File: src/rtl/multicycle_controller_pkg.sv
// Shared definitions for the multicycle MIPS control path: opcodes, ALU-op classes,
// datapath select encodings, FSM state encoding and the packed control word.
// The alu_op encodings are common with the ALU controller and must stay in step with it.
package multicycle_controller_pkg;

  // IR[31:26] opcodes
  localparam logic [5:0] OP_RTYPE = 6'b000000;
  localparam logic [5:0] OP_LW    = 6'b100011;
  localparam logic [5:0] OP_SW    = 6'b101011;
  localparam logic [5:0] OP_ADDI  = 6'b001000;
  localparam logic [5:0] OP_BEQ   = 6'b000100;
  localparam logic [5:0] OP_J     = 6'b000010;
  localparam logic [5:0] OP_BNE   = 6'b000101;

  // alu_op classes
  localparam logic [1:0] ALU_MTYPE = 2'b00;  // add
  localparam logic [1:0] ALU_BTYPE = 2'b01;  // sub
  localparam logic [1:0] ALU_RTYPE = 2'b10;  // decode func field
  localparam logic [1:0] ALU_JTYPE = 2'b11;  // ALU unused

  // alu_src_b selects
  localparam logic [1:0] SRCB_B       = 2'b00;
  localparam logic [1:0] SRCB_FOUR    = 2'b01;
  localparam logic [1:0] SRCB_IMM     = 2'b10;
  localparam logic [1:0] SRCB_IMM_SH2 = 2'b11;

  // pc_src selects
  localparam logic [1:0] PCSRC_ALU    = 2'b00;
  localparam logic [1:0] PCSRC_ALUOUT = 2'b01;
  localparam logic [1:0] PCSRC_JUMP   = 2'b10;

  typedef enum logic [3:0] {
    S_IDLE      = 4'd0,
    S_FETCH     = 4'd1,
    S_DECODE    = 4'd2,
    S_MEM_ADDR  = 4'd3,
    S_MEM_READ  = 4'd4,
    S_MEM_WB    = 4'd5,
    S_MEM_WRITE = 4'd6,
    S_R_EXEC    = 4'd7,
    S_R_WB      = 4'd8,
    S_I_EXEC    = 4'd9,
    S_I_WB      = 4'd10,
    S_BRANCH    = 4'd11,
    S_JUMP      = 4'd12,
    S_TRAP      = 4'd13
  } state_t;

  typedef struct packed {
    logic       pc_en;
    logic [1:0] pc_src;
    logic       i_or_d;
    logic       mem_read;
    logic       mem_write;
    logic       ir_write;
    logic       reg_write;
    logic       reg_dst;
    logic       mem_to_reg;
    logic       alu_src_a;
    logic [1:0] alu_src_b;
    logic [1:0] alu_op;
    logic       illegal_op;
  } ctrl_t;

endpackage

File: src/rtl/mc_ctrl_outputs.sv
// Control-word decoder: FSM state plus mem_ready/zero -> datapath controls.
// Latency: purely combinational. Backpressure: mem_ready gates ir_write/pc_en in FETCH only.
// Ports: state, mem_ready, zero, branch_ne (invert branch condition) in; ctrl word out.
import multicycle_controller_pkg::*;

module mc_ctrl_outputs (
  input  state_t state,
  input  logic   mem_ready,
  input  logic   zero,
  input  logic   branch_ne,
  output ctrl_t  ctrl
);

  always_comb begin
    ctrl = '0;
    case (state)
      S_FETCH: begin
        ctrl.mem_read  = 1'b1;
        ctrl.i_or_d    = 1'b0;
        ctrl.alu_src_a = 1'b0;
        ctrl.alu_src_b = SRCB_FOUR;
        ctrl.alu_op    = ALU_MTYPE;
        ctrl.pc_src    = PCSRC_ALU;
        // IR load and PC+4 commit together on the cycle the fetch completes
        ctrl.ir_write  = mem_ready;
        ctrl.pc_en     = mem_ready;
      end
      S_DECODE: begin
        // speculative branch target into ALUOut
        ctrl.alu_src_a = 1'b0;
        ctrl.alu_src_b = SRCB_IMM_SH2;
        ctrl.alu_op    = ALU_MTYPE;
      end
      S_MEM_ADDR: begin
        ctrl.alu_src_a = 1'b1;
        ctrl.alu_src_b = SRCB_IMM;
        ctrl.alu_op    = ALU_MTYPE;
      end
      S_MEM_READ: begin
        ctrl.mem_read = 1'b1;
        ctrl.i_or_d   = 1'b1;
      end
      S_MEM_WB: begin
        ctrl.reg_write  = 1'b1;
        ctrl.reg_dst    = 1'b0;
        ctrl.mem_to_reg = 1'b1;
      end
      S_MEM_WRITE: begin
        ctrl.mem_write = 1'b1;
        ctrl.i_or_d    = 1'b1;
      end
      S_R_EXEC: begin
        ctrl.alu_src_a = 1'b1;
        ctrl.alu_src_b = SRCB_B;
        ctrl.alu_op    = ALU_RTYPE;
      end
      S_R_WB: begin
        ctrl.reg_write = 1'b1;
        ctrl.reg_dst   = 1'b1;
      end
      S_I_EXEC: begin
        ctrl.alu_src_a = 1'b1;
        ctrl.alu_src_b = SRCB_IMM;
        ctrl.alu_op    = ALU_MTYPE;
      end
      S_I_WB: begin
        ctrl.reg_write = 1'b1;
        ctrl.reg_dst   = 1'b0;
      end
      S_BRANCH: begin
        ctrl.alu_src_a = 1'b1;
        ctrl.alu_src_b = SRCB_B;
        ctrl.alu_op    = ALU_BTYPE;
        ctrl.pc_src    = PCSRC_ALUOUT;
        // beq takes on zero, bne on not-zero
        ctrl.pc_en     = zero ^ branch_ne;
      end
      S_JUMP: begin
        ctrl.pc_src = PCSRC_JUMP;
        ctrl.alu_op = ALU_JTYPE;
        ctrl.pc_en  = 1'b1;
      end
      S_TRAP: begin
        ctrl.illegal_op = 1'b1;
      end
      default: ctrl = '0;  // IDLE and unused encodings
    endcase
  end

endmodule

File: src/rtl/multicycle_controller.sv
// Main control FSM for the multicycle MIPS datapath (fetch/decode/exec/mem/wb).
// Latency: Moore outputs from the state register; ir_write/FETCH pc_en gated by mem_ready, BRANCH pc_en by zero.
// Backpressure: FETCH, MEM_READ and MEM_WRITE hold their request until mem_ready; other states ignore it.
// Ports: clk, rst_n (async active-low), opcode, zero, mem_ready in; datapath controls and sticky illegal_op out.
// Build option: define MC_CTRL_BNE_EN to execute bne (opcode 000101); otherwise it traps.
import multicycle_controller_pkg::*;

module multicycle_controller (
  input  logic       clk,
  input  logic       rst_n,
  input  logic [5:0] opcode,
  input  logic       zero,
  input  logic       mem_ready,
  output logic       pc_en,
  output logic [1:0] pc_src,
  output logic       i_or_d,
  output logic       mem_read,
  output logic       mem_write,
  output logic       ir_write,
  output logic       reg_write,
  output logic       reg_dst,
  output logic       mem_to_reg,
  output logic       alu_src_a,
  output logic [1:0] alu_src_b,
  output logic [1:0] alu_op,
  output logic       illegal_op
);

  state_t state;
  state_t state_nxt;
  ctrl_t  ctrl;
  logic   branch_ne;

  // opcode is stable through BRANCH, so the branch sense is decoded live
`ifdef MC_CTRL_BNE_EN
  assign branch_ne = (opcode == OP_BNE);
`else
  assign branch_ne = 1'b0;
`endif

  always_ff @(posedge clk or negedge rst_n) begin
    if (!rst_n) state <= S_IDLE;
    else        state <= state_nxt;
  end

  always_comb begin
    state_nxt = state;
    case (state)
      S_IDLE:   state_nxt = S_FETCH;
      S_FETCH:  if (mem_ready) state_nxt = S_DECODE;
      S_DECODE: begin
        case (opcode)
          OP_RTYPE:     state_nxt = S_R_EXEC;
          OP_LW, OP_SW: state_nxt = S_MEM_ADDR;
          OP_ADDI:      state_nxt = S_I_EXEC;
          OP_BEQ:       state_nxt = S_BRANCH;
`ifdef MC_CTRL_BNE_EN
          OP_BNE:       state_nxt = S_BRANCH;
`endif
          OP_J:         state_nxt = S_JUMP;
          default:      state_nxt = S_TRAP;
        endcase
      end
      // only lw and sw reach MEM_ADDR
      S_MEM_ADDR:  state_nxt = (opcode == OP_LW) ? S_MEM_READ : S_MEM_WRITE;
      S_MEM_READ:  if (mem_ready) state_nxt = S_MEM_WB;
      S_MEM_WB:    state_nxt = S_FETCH;
      S_MEM_WRITE: if (mem_ready) state_nxt = S_FETCH;
      S_R_EXEC:    state_nxt = S_R_WB;
      S_R_WB:      state_nxt = S_FETCH;
      S_I_EXEC:    state_nxt = S_I_WB;
      S_I_WB:      state_nxt = S_FETCH;
      S_BRANCH:    state_nxt = S_FETCH;
      S_JUMP:      state_nxt = S_FETCH;
      S_TRAP:      state_nxt = S_TRAP;  // only reset leaves the trap
      default:     state_nxt = S_IDLE;
    endcase
  end

  mc_ctrl_outputs u_outputs (
    .state     (state),
    .mem_ready (mem_ready),
    .zero      (zero),
    .branch_ne (branch_ne),
    .ctrl      (ctrl)
  );

  assign pc_en      = ctrl.pc_en;
  assign pc_src     = ctrl.pc_src;
  assign i_or_d     = ctrl.i_or_d;
  assign mem_read   = ctrl.mem_read;
  assign mem_write  = ctrl.mem_write;
  assign ir_write   = ctrl.ir_write;
  assign reg_write  = ctrl.reg_write;
  assign reg_dst    = ctrl.reg_dst;
  assign mem_to_reg = ctrl.mem_to_reg;
  assign alu_src_a  = ctrl.alu_src_a;
  assign alu_src_b  = ctrl.alu_src_b;
  assign alu_op     = ctrl.alu_op;
  assign illegal_op = ctrl.illegal_op;

endmodule

File: config.mk
export PLATFORM = sky130hd
export DESIGN_NAME = multicycle_controller
export DESIGN_NICKNAME = d
export VERILOG_FILES = /design/src/rtl/multicycle_controller_pkg.sv /design/src/rtl/mc_ctrl_outputs.sv /design/src/rtl/multicycle_controller.sv
export SDC_FILE = /design/constraint.sdc
export NUM_CORES = 1
export LEC_CHECK = 0
export CAP_MARGIN = 5
export CORE_MARGIN = 2
export CORE_UTILIZATION = 35
export CTS_BUF_LIST = sky130_fd_sc_hd__clkbuf_16
export CTS_CLUSTER_DIAMETER = 60
export CTS_CLUSTER_SIZE = 30
export DETAILED_ROUTE_END_ITERATION = 8
export GPL_TIMING_DRIVEN = 0
export PLACE_DENSITY = 0.68
export SLEW_MARGIN = 15
export SYNTH_ARGS = -nofsm -noshare
export SYNTH_HDL_FRONTEND = slang
export SYNTH_HIERARCHICAL = 1
export SYNTH_SLANG_ARGS = --single-unit
export TNS_END_PERCENT = 100
File: constraint.sdc
create_clock -name clk -period 2.8 [get_ports clk]
set_input_delay 0.84 -clock clk [delete_from_list [all_inputs] [get_ports clk]]
set_output_delay 0.84 -clock clk [all_outputs]
set_load 0.01 [all_outputs]
# [Word level (Yosys, flattened, before mapping)]
# Index checks and enable logic that the tools add are counted.
# W data, S select, Z words.
[totals] in_bits=10 romBits=0 out_inout_bits=16 mem_bits_rw=0 latchBits=0 mem_count=0 regBits=4
[op_classes] order_cmp=0 div_mod_pow=0 n_bitwise=0 shift=0 reduce_logical=10 multipliers=0 muxes=16 n_eq_ne=21 add_sub_neg=0
[ops] op="$pmux W4 S9" n=1
[ops] op="$eq A4 B4 Y1 const B" n=6
[ops] op="$pmux W4 S5" n=1
[ops] op="$eq A4 B3 Y1 const B" n=4
[ops] op="$eq A6 B6 Y1 const B" n=2
[ops] op="$mux W4" n=3
[ops] op="$pmux W3 S4" n=1
[ops] op="$reduce_or A2 Y1" n=6
[ops] op="$pmux W3 S3" n=1
[ops] op="$eq A4 B2 Y1 const B" n=2
[ops] op="$eq A6 B2 Y1 const B" n=1
[ops] op="$eq A6 B3 Y1 const B" n=1
[ops] op="$eq A6 B4 Y1 const B" n=1
[ops] op="$logic_not A6 Y1" n=1
[ops] op="$mux W1" n=6
[ops] op="$ne A2 B2 Y1 const B" n=3
[ops] op="$pmux W2 S3" n=1
[ops] op="$reduce_or A6 Y1" n=1
[ops] op="$eq A4 B1 Y1 const B" n=1
[ops] op="$logic_not A4 Y1" n=1
[ops] op="$pmux W2 S2" n=1
[ops] op="$reduce_and A3 Y1" n=1
[ops] op="$mux W2" n=1

# [Logic depth before layout (Yosys ltp)]
# Gate-level depths: netlist of run 1.
[logic_depth] depth_word=4 ltp_mapped=4

# [By module]
# The synthesis of run 1 kept the hierarchy.
[by_module_without_submodules] mod="multicycle_controller" area_each_um2=371.6 instances=1 cells_each=44
[by_module_without_submodules] mod="mc_ctrl_outputs" area_each_um2=232.7 instances=1 cells_each=33

# [Least setup slack after synthesis of run 1]
# No wires, ideal clock.
[synth_timing] path_kind="input -> output" startpoint="input mem_ready" endpoint="output pc_en" n_path_buf=0 path_slack_ns=0.608 t_arrival_ns=1.352 stages=2 cell_sequence="nor4b_2 > a211o_1"
[synth_via] elab_chain_cells=1
[synth_rtl] element="start: declaration" line="multicycle_controller.sv:13" text="input logic mem_ready,"
[synth_rtl] element="$pmux W3 S3" line="mc_ctrl_outputs.sv:16" text="case (state)"
[synth_rtl] element="end: declaration" line="multicycle_controller.sv:14" text="output logic pc_en,"
# No other way between the ends.

# [Final worst setup path of run 1]
[layout_timing] startpoint="input zero" endpoint="output pc_en"
[layout_via] elab_chain_cells=1
[layout_rtl] element="start: declaration" line="multicycle_controller.sv:12" text="input logic zero,"
[layout_rtl] element="$pmux W3 S3" line="mc_ctrl_outputs.sv:16"
# No other way between the ends.

==> reports/metrics.yaml, run 1 <==
timing:
  finalSetupViolations: 0
  hold_viol_final: 0
  skew_ns: 0.001049
  layout_min_cycle_time_ns: 2.740
  drv_slew: 0
  rsz0062_at_grt: "false"
  max_freq_ghz: 0.3650
  layout_setup_ws_ns: 0.06013
  post-route-period-util: 0.9785
  whs_ns: 0.7034
  setup_tns_ns: 0
yosys:
  yosys.area_share.simple: 0.4244
  yosysMostFrequentCell: "nor2_1"
  synthArstFlopShare: 1.000
  synth_top_family_by_area: "simple AND/OR/NAND/NOR gates"
  yosys-top-cells-area: "dfrtp_1 17%, buf_6 5.6%, xnor2_1 4.3%, nor2_1 3.7%, mux2i_1 3.3%"
  synth_cells: 77
  synthMuxAreaShare: 0.03313
  synth_cell_types: 42
  synth-seq-area-share: 0.1656
  synthXorXnorAreaFrac: 0.05797
  netlist_area_sq_um: 604.3
  yosys.area_share.adder: 0
  yosysTopAreaCellShare: 0.1656
  synth_edf_count: 0
  avgSynthCellArea_sq_um: 7.848
  synth_compound_area_frac: 0.2029
  synth_largest_area_cell: "dfrtp_1"
  synth_commonest_cells: "6 x nor2_1, 4 x dfrtp_1, 4 x nand2_1, 4 x nor3_1"
  synth_flop_cell: "dfrtp_1"
  ys_ff_latch: 4
  synth_nets: 87
  yosys_warnings: 6
clock_tree:
  clk_pin_slew_ns: 0.03
  htreeDepth: 1
  clock-root-buffer: "clkbuf_16"
  cts_made_buffers: 3
  clkLatencyLatePin_ns: 0.22
  clock_path_buffers: 2
  cts_tree: "done"
  cts.sinks: 4
  cts-hold-fix-buffers: 0
layout:
  area_growth_pct: 59.42
  largest_reg_flops: 4
  final.fill_count: 147
  stdcell_area_sq_um: 963.4
  top_register: "state"
  n_antenna_cell: 0
  drive_gt1_frac: 0.1619
  instances_no_fill: 122
  final_net_count: 117
  top_regs: "state (4)"
routing:
  via_count: 672
  wire_per_inst_um: 12.16
  drcViolationCount: 0
  drtIter0Drc: 6
  finalWirelength_mm: 1.483
  drt_first_pass_iters: 4
  routed_via_density: 5.508
  postRouteAntennaNets: 0
pwr:
  p_leak_uw: 0.0003792
  vdd_drop_max_v: 0.0005508
  powerDensity_nw_per_um2: 1045
placed_design:
  port_buffers: 25
  place_ws_ns: -0.4090
  dp_hpwl_mm: 1.149
  gp_congestion: 0.7887
  placed_cell_area_sq_um: 875.8
  dp.cells: 119
critical_path:
  required_ns: 1.96
  worst-path-max-fanout: 1
  endpoint_kind: "primary output"
  worstPathArrival_ns: 1.90
  path_class: "primary input to primary output"
  critPathLaunchType: "primary input"
floorplan:
  die_w_um: 45.56
  coreArea_sq_um: 1670
  io_pins: 26
  initial_core_util: 0.3618
  num_rows: 15
  die_height_um: 45.56
  die-area_sq_um: 2075
grt:
  grt_pass1_wl_mm: 2.553
  first_global_vias: 588
  track_usage: 0.1683
  gr-total-overflow: 0
  antenna_found_initial: 0
  grt_max_degree: 11
status:
  outcome: "finished clean"
hold_path:
  hp-class: "flip-flop to flip-flop"
job:
  drv_cap: 0
==> power breakdown <==
part	switching (uW)	total (uW)	internal, uW
logic	309	658	349
clock network	39.7	222	182
registers	40.7	127	85.9
total	389	1010	618
==> layout by cell type (no fill, tap or decap), types with 2 or more instances in the layout <==
cell,n
clkbuf_16,3
buf_6,3
clkdlybuf4s50_1,22
a21oi_1,3
o22ai_1,3
o31ai_1,2
or3b_1,2
nand3b_1,2
dlygate4sd2_1,2
mux2i_1,2
nor2_1,6
xnor2_1,3
a211oi_1,2
nand2_1,4
nor3_1,3
a211o_1,2
dfrtp_1,3
nand2b_1,2
or3_1,2
or4_1,2
o21ai_0,3
inv_1,3
==> worst max-delay path, cell delays in order <==
cell,delay (ns)
clkdlybuf4s50_1,0.41
xor2_1,0.14
a211o_1,0.28
clkdlybuf4s15_1,0.23
==> what timing repair did <==
action / in CTS / in global routing
resized for setup: 4 / 3
setup buffers: 0 / 0
setup endpoints to repair: 2 / 4
==> layer usage <==
| metal | track usage | share of wire | routed length [um] | vias to the layer above |
|---|---|---|---|---|
| li1 | - | - | - | 344 |
| met1 | 0.1914 | 0.40 | 590 | 292 |
| met2 | 0.2986 | 0.52 | 771 | 34 |
| met3 | 0.04762 | 0.074 | 110 | 2 |
| met4 | 0.05294 | 0.0067 | 10 | 0 |
| met5 | 0 | 0 | 0 | - |
==> path summary, 6_finish.rpt <==
kind                                from       end  slack (ns)  cells past startpoint
max in group asynchronous          rst_n  state[0]        1.77                      1
worst max register to register  state[3]  state[1]        1.06                      4
min in group asynchronous          rst_n  state[2]        0.83                      1
worst max-delay path                zero     pc_en        0.06                      4
worst min-delay path            state[0]  state[2]        0.70                      2
worst min register to register  state[0]  state[2]        0.70                      2
==> final cells by class <==
class / instances / area, sq um / area share
inverter: 3 / 11.26 / 0.01169
clock buffer: 3 / 75.07 / 0.07792
multi-input combinational: 63 / 451.7 / 0.4688
buffer: 7 / 55.05 / 0.05714
tap: 17 / 21.27 / 0.02208
sequential: 4 / 101.3 / 0.1052
timing repair buffer: 25 / 247.7 / 0.2571
==> logic make-up after synthesis <==
family | count (synthesis)
xor gates and xnor gates | 4
AOI/OAI and AO/OA | 18
DFF | 4
buffers and inverters | 10
muxes | 2
and+or+nand+nor | 38
other | 1
==> stage by stage <==
step,utilization,total power [uW]
floorplan,-,529.1
global placement,0.5243,770.0
detailed placement,0.5243,772.6
CTS,0.5723,1003
global route,0.5768,1084
finish,0.5768,1007
No activity file was read; power rests on OpenSTA's default activity.
==> run 2, diff against run 1 <==
Settings changed: SLEW_MARGIN 15 to 20.
==> results of run 2 <==
The final DEF is identical to that of run 1; final timing and power are the same.
==> run 3, diff against run 2 <==
Settings changed: CORE_UTILIZATION 35 to 44, PLACE_DENSITY 0.68 to 0.83.
==> reports/metrics.yaml, run 3 (synthesized netlist as in run 1, its figures left out) <==
timing:
  finalSetupViolations: 0
  max_freq_ghz: 0.3644
  skew_ns: 0.001680
  layout_min_cycle_time_ns: 2.745
  rsz0062_at_grt: "false"
  post-route-period-util: 0.9802
  drv_slew: 0
  hold_viol_final: 0
routing:
  drtIter0Drc: 11
  wire_per_inst_um: 12.34
  wl_met1_um: 644
  drcViolationCount: 0
  finalWirelength_mm: 1.481
  drt_first_pass_iters: 4
  routed_via_density: 5.492
  top_layer: "met4"
  via_count: 659
  wl_met3_um: 62
  wl_met2_um: 764
  postRouteAntennaNets: 0
pwr:
  powerDensity_nw_per_um2: 1051
  vdd_drop_max_v: 0.0005967
  p_leak_uw: 0.0003779
floorplan:
  initial_core_util: 0.4703
  die_height_um: 41.06
  die_w_um: 41.06
  coreArea_sq_um: 1285
  num_rows: 13
  die-area_sq_um: 1686
  io_pins: 26
layout:
  final_cell_mix: "22 x clkdlybuf4s50_1, 6 x nor2_1, 4 x nand2_1, 4 x nor3_1"
  drive_gt1_frac: 0.1524
  final_net_count: 117
  instances_no_fill: 120
  top_register: "state"
  final_util: 0.7439
  largest_reg_flops: 4
  n_antenna_cell: 0
  top_regs: "state (4)"
  final_common_cell: "clkdlybuf4s50_1"
  area_growth_pct: 58.18
placed_design:
  gp_congestion: 0.7960
  dp.cells: 117
  port_buffers: 25
  dp_hpwl_mm: 1.146
status:
  outcome: "finished clean"
clock_tree:
  cts.sinks: 4
  clock_path_buffers: 2
  clkLatencyLatePin_ns: 0.22
  htreeDepth: 1
  clock-root-buffer: "clkbuf_16"
  cts_made_buffers: 3
  clk_pin_slew_ns: 0.03
  postCtsSetupRepairBufs: 0
  cts_tree: "done"
grt:
  grt_pass1_wl_mm: 2.228
  grt_max_degree: 11
  first_global_vias: 535
  antenna_found_initial: 0
  track_usage: 0.1939
  gr-total-overflow: 0
critical_path:
  critPathLaunchType: "primary input"
  endpoint_kind: "primary output"
  worstPathArrival_ns: 1.90
  worst-path-max-fanout: 1
  path_class: "primary input to primary output"
  required_ns: 1.96
hold_path:
  hp-class: "flip-flop to flip-flop"
job:
  drv_cap: 0
run 3: changes by cell type in the layout (fill, tap and decap cells not counted):
cell,before,now
nor3_1,3,4
nor3_2,1,0
run 3: worst max-delay path, cell delays in order:
cell             delay [ns]
clkdlybuf4s50_1        0.41
xor2_1                 0.14
a211o_1                0.28
clkdlybuf4s15_1        0.23
run 3: routing by layer:
layer	vias to the layer above	track usage
li1	345	-
met1	289	0.2240
met2	23	0.3633
met3	2	0.01630
met4	0	0.06667
met5	-	0
run 3: what timing repair did:
action | 4_1_cts | 5_1_grt
resized for setup | 4 | 2
setup endpoints to repair | 2 | 3
hold buffers | 0 | 0
run 3: area by class of cell:
class / instances / area, sq um
plain buffers: 7 / 55.05
clock buffers: 3 / 75.07
fillers: 108 / 329.1
inverters: 3 / 11.26
multi-input cells: 63 / 446.7
flip-flops and latches: 4 / 101.3
well taps: 15 / 18.77
repair buffers: 25 / 247.7
run 3: per-stage QoR:
stage	setup WS [ns]	power, uW	instance area, sq um	hold slack (ns)	TNS, ns
floorplan	0.6079	529.1	604.3	0.5444	0
global placement	-0.3948	762.2	873.3	0.7010	-0.7140
detailed placement	-0.4097	778.3	873.3	0.6899	-0.7431
CTS	0.006066	1007	953.4	0.7278	0
global route	0.002280	1072	955.9	0.7404	0
finish	0.05548	1005	955.9	0.7278	0
run 3: power by group:
group	total [uW]	switching (uW)	internal [uW]
Sequential	127	41.3	85.9
Combinational	657	308	349
Clock	221	38.6	182
run 3: final timing paths:
| check | start | slack (ns) | depth (start not counted) | to |
|---|---|---|---|---|
| worst max-delay path | zero | 0.06 | 4 | pc_en |
| worst min-delay path | state[0] | 0.73 | 2 | state[2] |
| worst max register to register | state[3] | 1.13 | 4 | state[1] |
| worst min register to register | state[0] | 0.73 | 2 | state[2] |
| max in group asynchronous | rst_n | 1.77 | 1 | state[0] |
| min in group asynchronous | rst_n | 0.83 | 1 | state[2] |
